<file path="src/rtl/ib_lut_page_loader.sv">
// Ping-pong LUT page loader: streams the next iteration's LUT pages into the
// shadow frame of the IB-CNU RAM, then swaps the active read frame.
module ib_lut_page_loader #(
   parameter int ENTRY_ADDR      = 4,
   parameter int MULTI_FRAME_NUM = 2,
   parameter int BANK_NUM        = 2,
   parameter int LUT_PORT_SIZE   = 2,
   parameter int PAGE_NUM        = 8,
   parameter int ITER_MAX        = 16,
   parameter int ITER_W          = 4
) (
   input  logic                              write_clk,
   input  logic                              rstn,
   input  logic                              iter_start,
   input  logic [LUT_PORT_SIZE*BANK_NUM-1:0] data_in,
   input  logic                              data_valid,
   output logic                              data_ready,
   output logic [ENTRY_ADDR-1:0]             page_addr_ram,
   output logic [LUT_PORT_SIZE*BANK_NUM-1:0] ram_write_data_1,
   output logic                              ib_ram_we,
   output logic                              read_addr_offset,
   output logic                              load_done,
   output logic                              start_drop,
   output logic [ITER_W-1:0]                 iter_cnt,
   output logic                              busy
);

   localparam int DW = LUT_PORT_SIZE*BANK_NUM;
   localparam int PW = ENTRY_ADDR-1;

   if (MULTI_FRAME_NUM != 2 || PAGE_NUM != 2**PW || ITER_W != $clog2(ITER_MAX)) begin : g_bad_cfg
      $error("ib_lut_page_loader: inconsistent parameters");
   end

   typedef enum logic [1:0] {IDLE, LOAD, DONE} state_t;

   state_t                state_q, state_d;
   logic [PW-1:0]         page_q, page_d;
   logic [ENTRY_ADDR-1:0] addr_q, addr_d;
   logic [DW-1:0]         data_q, data_d;
   logic                  we_q, we_d;
   logic                  off_q, off_d;
   logic                  drop_q, drop_d;
   logic [ITER_W-1:0]     iter_q, iter_d;

   always_ff @(posedge write_clk) begin
      if (!rstn) begin
         state_q <= IDLE;
         page_q  <= '0;
         addr_q  <= '0;
         data_q  <= '0;
         we_q    <= 1'b0;
         off_q   <= 1'b0;
         drop_q  <= 1'b0;
         iter_q  <= '0;
      end else begin
         state_q <= state_d;
         page_q  <= page_d;
         addr_q  <= addr_d;
         data_q  <= data_d;
         we_q    <= we_d;
         off_q   <= off_d;
         drop_q  <= drop_d;
         iter_q  <= iter_d;
      end
   end

   always_comb begin
      state_d = state_q;
      page_d  = page_q;
      addr_d  = addr_q;
      data_d  = data_q;
      we_d    = 1'b0;
      off_d   = off_q;
      drop_d  = 1'b0;
      iter_d  = iter_q;
      case (state_q)
         IDLE: begin
            if (iter_start) begin
               state_d = LOAD;
               page_d  = '0;
            end
         end
         LOAD: begin
            drop_d = iter_start;
            if (data_valid) begin
               // Always target the frame the CNU is not reading.
               addr_d = {~off_q, page_q};
               data_d = data_in;
               we_d   = 1'b1;
               page_d = page_q + PW'(1);
               if (page_q == PW'(PAGE_NUM-1)) state_d = DONE;
            end
         end
         DONE: begin
            drop_d  = iter_start;
            state_d = IDLE;
            off_d   = ~off_q;
            if (iter_q != ITER_W'(ITER_MAX-1)) iter_d = iter_q + ITER_W'(1);
         end
         default: state_d = IDLE;
      endcase
   end

   assign data_ready       = (state_q == LOAD);
   assign busy             = (state_q != IDLE);
   assign load_done        = (state_q == DONE);
   assign page_addr_ram    = addr_q;
   assign ram_write_data_1 = data_q;
   assign ib_ram_we        = we_q;
   assign read_addr_offset = off_q;
   assign start_drop       = drop_q;
   assign iter_cnt         = iter_q;

endmodule
</file>
<file path="config.mk">
export PLATFORM = sky130hd
export DESIGN_NAME = ib_lut_page_loader
export DESIGN_NICKNAME = d
export VERILOG_FILES = /design/src/rtl/ib_lut_page_loader.sv
export SDC_FILE = /design/constraint.sdc
export NUM_CORES = 1
export LEC_CHECK = 0
export BUFFER_PORTS_ARGS = -buffer_cell sky130_fd_sc_hd__clkbuf_2
export CORE_ASPECT_RATIO = 1.4
export CORE_MARGIN = 3
export CORE_UTILIZATION = 53
export CTS_CLUSTER_SIZE = 28
export DETAILED_ROUTE_END_ITERATION = 8
export HOLD_SLACK_MARGIN = 0.12
export PLACE_DENSITY = 0.78
export SLEW_MARGIN = 5
export SYNTH_ARGS = -nofsm -noshare
export SYNTH_HDL_FRONTEND = slang
export SYNTH_SLANG_ARGS = --single-unit
</file>
<file path="constraint.sdc">
create_clock -name write_clk -period 2.65 [get_ports write_clk]
set_input_delay 0.265 -clock write_clk [delete_from_list [all_inputs] [get_ports write_clk]]
set_output_delay 0.265 -clock write_clk [all_outputs]
set_load 0.02 [all_outputs]
</file>
==> impl_results.md, run 1 <==
* Status: complete, no violations
* Final Cycle Share at approximately three fifths
* Cell Chain, Critical Path: inv_1 > ha_1 > clkbuf_2
* Htree depth at 1
* Met2 wire length at 867 um
* RSZ-0062 raised after global routing: false
* Finished Layout Cells at ~150
* Die span in x at 42.6 um
* Slew headroom at between 60% and 70%
* Worst Hold Path EP: ram_write_data_1[0]
* Distinct cells, synth at 25
* Startpoint types: flip-flop
* Root cell of the clock tree: clkbuf_4
* Synth warn at 0
* Fin. max-slew vios at 0
* Largest net degree at the start of global routing at 17
* Post CTS Setup Buffer Count at 0
* Peak Freq at ~0.63 GHz
* Wl on met1 at just under 800 um
* Worst Path Arrival at roughly 1300 ps
* Kind of critical path: reg2out
* Crit path required time at about 2400 ps
* Mapped Avg Cell Area at 9.11 um2
* FF+latch count, synth at 20
* Bufs and invs on worst path at 2
* Share of cells above drive strength 1 at a little under a third
* Synth Net Count at 125
* Setup TNS Final at 0 ps
* Pleak at 0.511 nW
* DIE HEIGHT at 57.2 um
* Share of Yosys cell area claimed by the top area cell type at 40.3%
* Hold_sp: data_in[0]
* Total track usage at between 10% and 20%
* Global-route wire length before repair at around 3000 um
* Core area at between 0.0015 and 0.002 mm2
* Hold Crit Depth at 3
* Reg-to-reg setup timing slack at between 1000 and 1500 ps
* Drt via density at ~5.3
* Final setup fails at 0
* Cell count after synthesis at roughly 110
* Skew final at 2.90 ps
* Via count at 805
* Final Hold Fails at 0
* Dpl hpwl at ~1400 um
* Clock Sinks at 20
* Placed Cells at between 100 and 150
* Worst path max stage delay at around 350 ps
* Peak VDD IR at between 0.4 and 0.5 mV
* Worst-skew pair later-pin latency at around 300 ps
* DR DRC count at 0
* Reg2reg start: state_q[1]
* R2R Path End: ram_write_data_1[0]
* Antenna Cells at 0
* Pwr per Cell Area at around 770 mW/mm2
* Number of port buffers at 25
* I/O pin count at 26
* Die ar. at around 0.0024 mm2
* CTS Buf Count at 3
* Initial Utilization at approximately three fifths
* Slew @ Worst Pin at approximately 530 ps
* Layout Utilization at between 60% and 70%
* Clock buffer depth at 2
* Via count of the first global-routing pass at 729
* 1st-iter DRT viols at 13
* Row count at 17
* Synth Cell Area at ~1000 um2
* Pre-Repair DR Iteration Count at 4
* Synth area leaders: dfxtp_1 40%, nand2_1 10%, ha_1 10%
* # hold bufs at CTS at 0
* Worst path slowest cell: dfxtp_1
* Initial antenna violation count at 0
* Crit-path leading delay family: flip-flops
* Worst reg-to-reg path cell count at 5
* GRT overflow at 0
* Crit. End Element: output port
* Post-layout nets at 150
* Post-route ant nets at 0
* CTS tree: yes
* Synth-to-Final Area Change at 14.1%
* Metal3 WL at approximately 76 um
* GPL Wtd Cong at roughly 0.8
* CP Max Fanout at 9
* Maxcap violations at 0
* Post-synthesis sequential area ratio at about 40%
* Cell accounting for the most synthesized area: dfxtp_1
* Clock slew at reported path FFs at 110 ps
* Top sig layer: met4
* Cts repair resizes at 0
* Min-Delay Path Class: in2reg
* DR WL/cell at about 12 um
* Post-layout min period at roughly 1600 ps
* Routed Wire Length at ~1800 um
## Yosys cell counts
cell and n:
a21oi_1 2, a21oi_2 9, a31oi_1 2, and2_4 1
and2b_4 1, and3_1 2, and4b_1 1, buf_4 3
buf_6 2, dfxtp_1 20, ha_1 8, inv_1 4
mux2i_1 4, nand2_1 27, nand2b_1 3, nand2b_4 1
nand4_1 2, nor2_1 4, nor2b_1 5, nor3_1 1
o211ai_1 2, o22ai_1 2, o311ai_1 1, o31ai_1 1
xnor2_1 1
## cell usage in the layout, fill, tap and decap left out, types with 3 or more instances in the layout
| cell type | netlist | final |
|---|---|---|
| dfxtp_1 | 20 | 20 |
| a21oi_2 | 9 | 9 |
| nand2_1 | 27 | 27 |
| nand2b_1 | 3 | 3 |
| ha_1 | 8 | 8 |
| inv_1 | 4 | 4 |
| mux2i_1 | 4 | 4 |
| nor2b_1 | 5 | 5 |
| clkbuf_4 | 0 | 3 |
| clkbuf_2 | 0 | 25 |
| nor2_1 | 4 | 4 |
## stage by stage
stage	instance area [um2]	hold slack [ps]	setup WS, ps	total power, mW
3_3_place_gp	1100	454	1260	0.692
3_5_place_dp	1100	461	1240	0.702
6_report	1130	180	1060	0.868
2_1_floorplan	993	410	1260	0.632
5_1_grt	1130	181	968	0.925
4_1_cts	1130	173	1030	0.881
## flip-flops by register name, indices dropped and copies added, names as in the netlist
| signal | cells |
|---|---|
| start_drop | 1 |
| ib_ram_we | 1 |
| iter_cnt | 4 |
| ram_write_data_1 | 4 |
| page_addr_ram | 4 |
| read_addr_offset | 1 |
| page_q | 3 |
| state_q | 2 |
## worst min-delay path: cells and delay by family
family	cells	cell delay, ps
buffers and inverters	1	80
AND/OR/NAND/NOR	1	60
AO/OA/AOI/OAI	1	40
## metal layers
metal / GRT usage, % / vias up
li1: - / 416
met1: 17.4 / 366
met2: 27.7 / 19
met3: 2.84 / 4
met4: 9.33 / 0
met5: 0 / -
## power breakdown
group          internal, mW  switching [mW]  leakage [nW]
combinational         0.123           0.202         0.328
clock                0.0839          0.0929        0.0210
sequential            0.339          0.0281         0.162
## worst max-delay path by stage
stage	slack, ps	from	to	depth (start not counted)
after floorplan	1260	state_q[1]	page_q[2]	7
after global placement	1260	state_q[1]	page_addr_ram[1]	5
after detailed placement	1240	state_q[1]	ram_write_data_1[0]	5
after CTS	1030	state_q[1]	data_ready	3
after global routing	970	state_q[1]	data_ready	3
final	1060	state_q[1]	data_ready	3
## kinds of logic (layout without fill, tap and decap cells)
group,Yosys count,in the layout,share of synthesized area [%]
mux,4,4,4.03
buf+inv,9,33,6.04
fa+ha+maj,8,8,10.1
simple gates,48,48,24.1
xor+xnor,1,1,0.882
compound gates,19,19,14.6
flops,20,20,40.3
## cell type report
class | count | area, um2
fillers | 148 | 547
well taps | 19 | 23.8
repair buffers | 25 | 125
inverters | 4 | 15.0
clock buffers | 4 | 36.3
flip-flops and latches | 20 | 400
multi-input cells | 80 | 533
(Power assumes the default switching activity.)
==> inputs of run 2 (changes only) <==
- CORE_UTILIZATION: 53 -> 50
- PLACE_DENSITY: 0.78 -> 0.74
- clock period: 2.65 -> 1.5 ns (I/O delays scaled with it)
==> impl_results.md, run 2 (synthesis results as in run 1) <==
* Routed Wire Length at 1920 um
* Share of cells above drive strength 1 at around a third
* DR DRC count at 0
* Die ar. at between 0.002 and 0.003 mm2
* Core area at around 0.0018 mm2
* Final Cycle Share at 95.0%
* Setup TNS Final at 0 ps
* Worst Path Arrival at 1270 ps
* DIE HEIGHT at approximately 59 um
* Number of port buffers at 25
* GRT overflow at 0
* Cell area after layout at 0.00121 mm2
* Antenna Cells at 0
* Synth-to-Final Area Change at 21.4%
* Root cell of the clock tree: clkbuf_4
* Die span in x at between 40 and 50 um
* Dpl hpwl at between 1000 and 1500 um
* Peak Freq at about 0.7 GHz
* Skew final at approximately 10 ps
* CTS Buf Count at 3
* Startpoint types: flip-flop
* Most frequent cells in the layout: 27 x nand2_1, 25 x clkbuf_2, 18 x dfxtp_1
* CTS tree: yes
* Crit. End Element: output port
* Clock Sinks at 20
* Largest net degree at the start of global routing at 16
* Most common cell after layout, fill and taps aside: nand2_1
* RSZ-0062 raised after global routing: true
* Row count at 18
* DP Area at 0.00111 mm2
* Global-route wire length before repair at 3150 um
* Post-layout nets at 155
* Final setup fails at 0
* Pwr per Cell Area at between 1000 and 1500 mW/mm2
* I/O pin count at 26
* 1st-iter DRT viols at 10
* Drt via density at between 5 and 6
* CP Max Fanout at 9
* Slew headroom at 62.5%
* Initial Utilization at ~54%
* Kind of critical path: reg2out
* Layout Utilization at 66.1%
* Total track usage at 15.9%
* Pre-Repair DR Iteration Count at 4
* Maxcap violations at 0
* Htree depth at 1
* Min-Delay Path Class: in2reg
* Via count of the first global-routing pass at roughly 800
* Crit path required time at roughly 1400 ps
* Peak VDD IR at about 1.1 mV
* Final Hold Fails at 0
* Clock buffer depth at 2
* Setup slack after layout at 75.2 ps
* Slew @ Worst Pin at around 560 ps
* DR WL/cell at around 12 um
* Pleak at 0.537 nW
* Fin. max-slew vios at 0
* Clock slew at reported path FFs at roughly 120 ps
* Post-route ant nets at 0
* Post CTS Setup Buffer Count at 0
* Post-layout min period at 1420 ps
* Initial antenna violation count at 0
* GPL Wtd Cong at 0.786
* Worst-skew pair later-pin latency at ~300 ps
* Worst Setup Slack post-DPL at 82.7 ps
* Via count at 809
* Status: complete, no violations
## run 2: power by group
group | total [mW] | switching [mW] | leakage, nW | internal [mW]
logic | 0.596 | 0.364 | 0.347 | 0.232
clock network | 0.435 | 0.165 | 0.0279 | 0.270
registers | 0.652 | 0.0489 | 0.163 | 0.603
total | 1.68 | 0.578 | 0.537 | 1.10
## run 2: timing repair
| item | in CTS | in global routing |
|---|---|---|
| resized for setup | 2 | 2 |
| hold buffers | 4 | 0 |
| cloned | 0 | 0 |
| endpoints found under the hold margin | 4 | 0 |
| endpoints found under the setup margin | 2 | 6 |
## run 2: area by class of cell
class / instances / area, um2
Inverter: 4 / 15.0
Clock inverter: 1 / 30.0
Multi-Input combinational cell: 80 / 538
Fill cell: 153 / 618
Sequential cell: 20 / 403
Tap cell: 20 / 25.0
Clock buffer: 3 / 22.5
Timing Repair Buffer: 30 / 173
## run 2: layer usage
| metal | wire length (um) | vias to the layer above | GRT usage [%] | share of wire, % |
|---|---|---|---|---|
| met5 | 0 | - | 0 | 0 |
| li1 | - | 423 | - | - |
| met3 | 99 | 2 | 2.14 | 5.2 |
| met2 | 980 | 22 | 29.0 | 51 |
| met1 | 823 | 362 | 17.8 | 43 |
| met4 | 14 | 0 | 6.90 | 0.73 |
## run 2: stage by stage
stage,cells,hold slack [ps],power [mW]
floorplan,109,295,1.12
global placement,150,383,1.22
detailed placement,150,387,1.24
CTS,158,132,1.69
global route,158,144,1.80
finish,158,148,1.68
## run 2: critical path: stages, from the launching register on
cell and delay [ps]:
dfxtp_2 350, inv_1 110, ha_2 310, clkbuf_2 210
## run 2: worst paths after layout
path / start / to / slack [ps] / depth (start not counted)
min reg2reg: ram_write_data_1[1] / ram_write_data_1[1] / 470 / 2
min: iter_start / start_drop / 150 / 2
max: state_q[1] / data_ready / 80 / 3
max reg2reg: state_q[1] / ram_write_data_1[3] / 150 / 5
==> inputs of run 3 (changes only) <==
- CORE_UTILIZATION: 50 -> 53
- CTS_BUF_LIST: unset -> sky130_fd_sc_hd__clkbuf_8
- PLACE_DENSITY: 0.74 -> 0.78
==> impl_results.md, run 3 (synthesis results as in run 1) <==
* Clock slew at reported path FFs at 70 ps
* Routed Wire Length at approximately 1800 um
* Most common cell after layout, fill and taps aside: nand2_1
* RSZ-0062 raised after global routing: false
* Largest net degree at the start of global routing at 16
* DR DRC count at 0
* Startpoint types: flip-flop
* Skew final at 1.58 ps
* Final Cycle Share at a little over nine tenths
* Worst setup path start: state_q[0]
* Crit path required time at approximately 1400 ps
* Slew headroom at about 64%
* Root cell of the clock tree: clkbuf_8
* Die span in x at 42.6 um
* Post-layout nets at 152
* Antenna Cells at 0
* Synth-to-Final Area Change at 16.6%
* Global-route wire length before repair at approximately 3200 um
* Total track usage at about 17%
* Total power at approximately 1.6 mW
* Maxcap violations at 0
* 1st-iter DRT viols at 23
* Fill cell count at 144
* Switch Pwr at 0.568 mW
* Initial Utilization at 59.1%
* Slew @ Worst Pin at approximately 550 ps
* Area of the multi-input gates at approximately 540 um2
* Via count of the first global-routing pass at about 750
* Number of port buffers at 25
* Post-layout min period at about 1400 ps
* CTS tree: yes
* GPL Wtd Cong at 0.827
* I/O pin count at 26
* Dpl hpwl at between 1000 and 1500 um
* Post-route ant nets at 0
* Reg2reg start: state_q[0]
* Worst Setup Slack post-DPL at 53.5 ps
* Net Sw Frac at between 30% and 40%
* CTS Buf Count at 3
* Row count at 17
* Initial antenna violation count at 0
* Final setup fails at 0
* Sequential fraction of design power at a little over two fifths
* Clock buffer depth at 2
* Pwr per Cell Area at about 1400 mW/mm2
* Core area at about 0.0017 mm2
* GRT overflow at 0
* Kind of critical path: reg2out
* Die ar. at ~0.0024 mm2
* CP Max Fanout at 6
* Via count at slightly above 800
* Clock Sinks at 20
* Peak VDD IR at just under 0.9 mV
* Final Hold Fails at 0
* Setup slack after layout at between 70 and 80 ps
* Share of cells above drive strength 1 at 31.3%
* Part of the power in the clock network at between 20% and 30%
* Fin. max-slew vios at 0
* Setup crit end: load_done
* Status: complete, no violations
* Int Power at around 1.0 mW
* Cell Chain, Critical Path: inv_1 > ha_1 > clkbuf_2
* Worst Path Arrival at between 1000 and 1500 ps
* Combinational power share at between 30% and 40%
* Peak Freq at about 0.7 GHz
* Pleak at around 0.52 nW
* Crit. End Element: output port
* DR WL/cell at between 10 and 15 um
* Setup TNS Final at 0 ps
* Reg area at between 400 and 500 um2
* DIE HEIGHT at ~57 um
* Worst reg-to-reg path cell count at 5
* R2R Path End: page_q[2]
* Worst path max stage delay at 340 ps
* Pre-Repair DR Iteration Count at 4
* Min-Delay Path Class: in2reg
* Hold Crit Depth at 3
* Worst path slowest cell: dfxtp_1
* Most frequent cells in the layout: 27 x nand2_1, 25 x clkbuf_2, 20 x dfxtp_1
* Drt via density at roughly 5.4
* Worst-skew pair later-pin latency at roughly 250 ps
* Htree depth at 1
* Reg-to-reg setup timing slack at ~130 ps
## run 3: power groups by stage
stage / Clock (mW) / Combinational [mW] / Sequential (mW)
finish: 0.335 / 0.582 / 0.652
global route: 0.369 / 0.655 / 0.660
CTS: 0.350 / 0.584 / 0.651
detailed placement: 0 / 0.579 / 0.664
global placement: 0 / 0.566 / 0.659
floorplan: 0 / 0.410 / 0.707
## run 3: worst min path at each step
stage	start	to
after floorplan	data_in[0]	ram_write_data_1[0]
after global placement	data_in[0]	ram_write_data_1[0]
after detailed placement	data_in[0]	ram_write_data_1[0]
after CTS	data_in[1]	ram_write_data_1[1]
after global routing	data_in[2]	ram_write_data_1[2]
final	data_in[1]	ram_write_data_1[1]
## run 3: layout make-up
cell class                      count  area share [%]
Multi-Input combinational cell     80            46.2
Clock buffer                        3            3.56
Timing Repair Buffer               27            12.3
Tap cell                           19            2.05
Sequential cell                    20            34.6
Inverter                            4            1.30
## run 3: metal layers
metal	global-route usage, %	up-vias	part of all wire, %
li1	-	417	-
met4	8.00	0	1.4
met5	0	-	0
met3	3.47	4	5.7
met2	29.8	26	50
met1	19.5	376	43
## run 3: through the flow
step | hold slack [ps] | utilization (%) | instance area [um2] | std cells
floorplan | 295 | - | 993 | 109
global placement | 384 | 65.7 | 1100 | 149
detailed placement | 388 | 65.7 | 1100 | 149
CTS | 121 | 68.8 | 1160 | 153
global route | 130 | 69.0 | 1160 | 153
finish | 126 | 69.0 | 1160 | 153
## run 3: critical path: cells and delay by family (launching register included)
family | cells | cell delay (ps)
fa+ha+maj | 1 | 330
buf+inv | 2 | 340
flops | 1 | 340
## run 3: what timing repair did
action,CTS,global route
setup endpoints to repair,0,9
buffers inserted,0,0
resized for setup,0,1
endpoints found under the hold margin,1,0
hold buffers,1,0
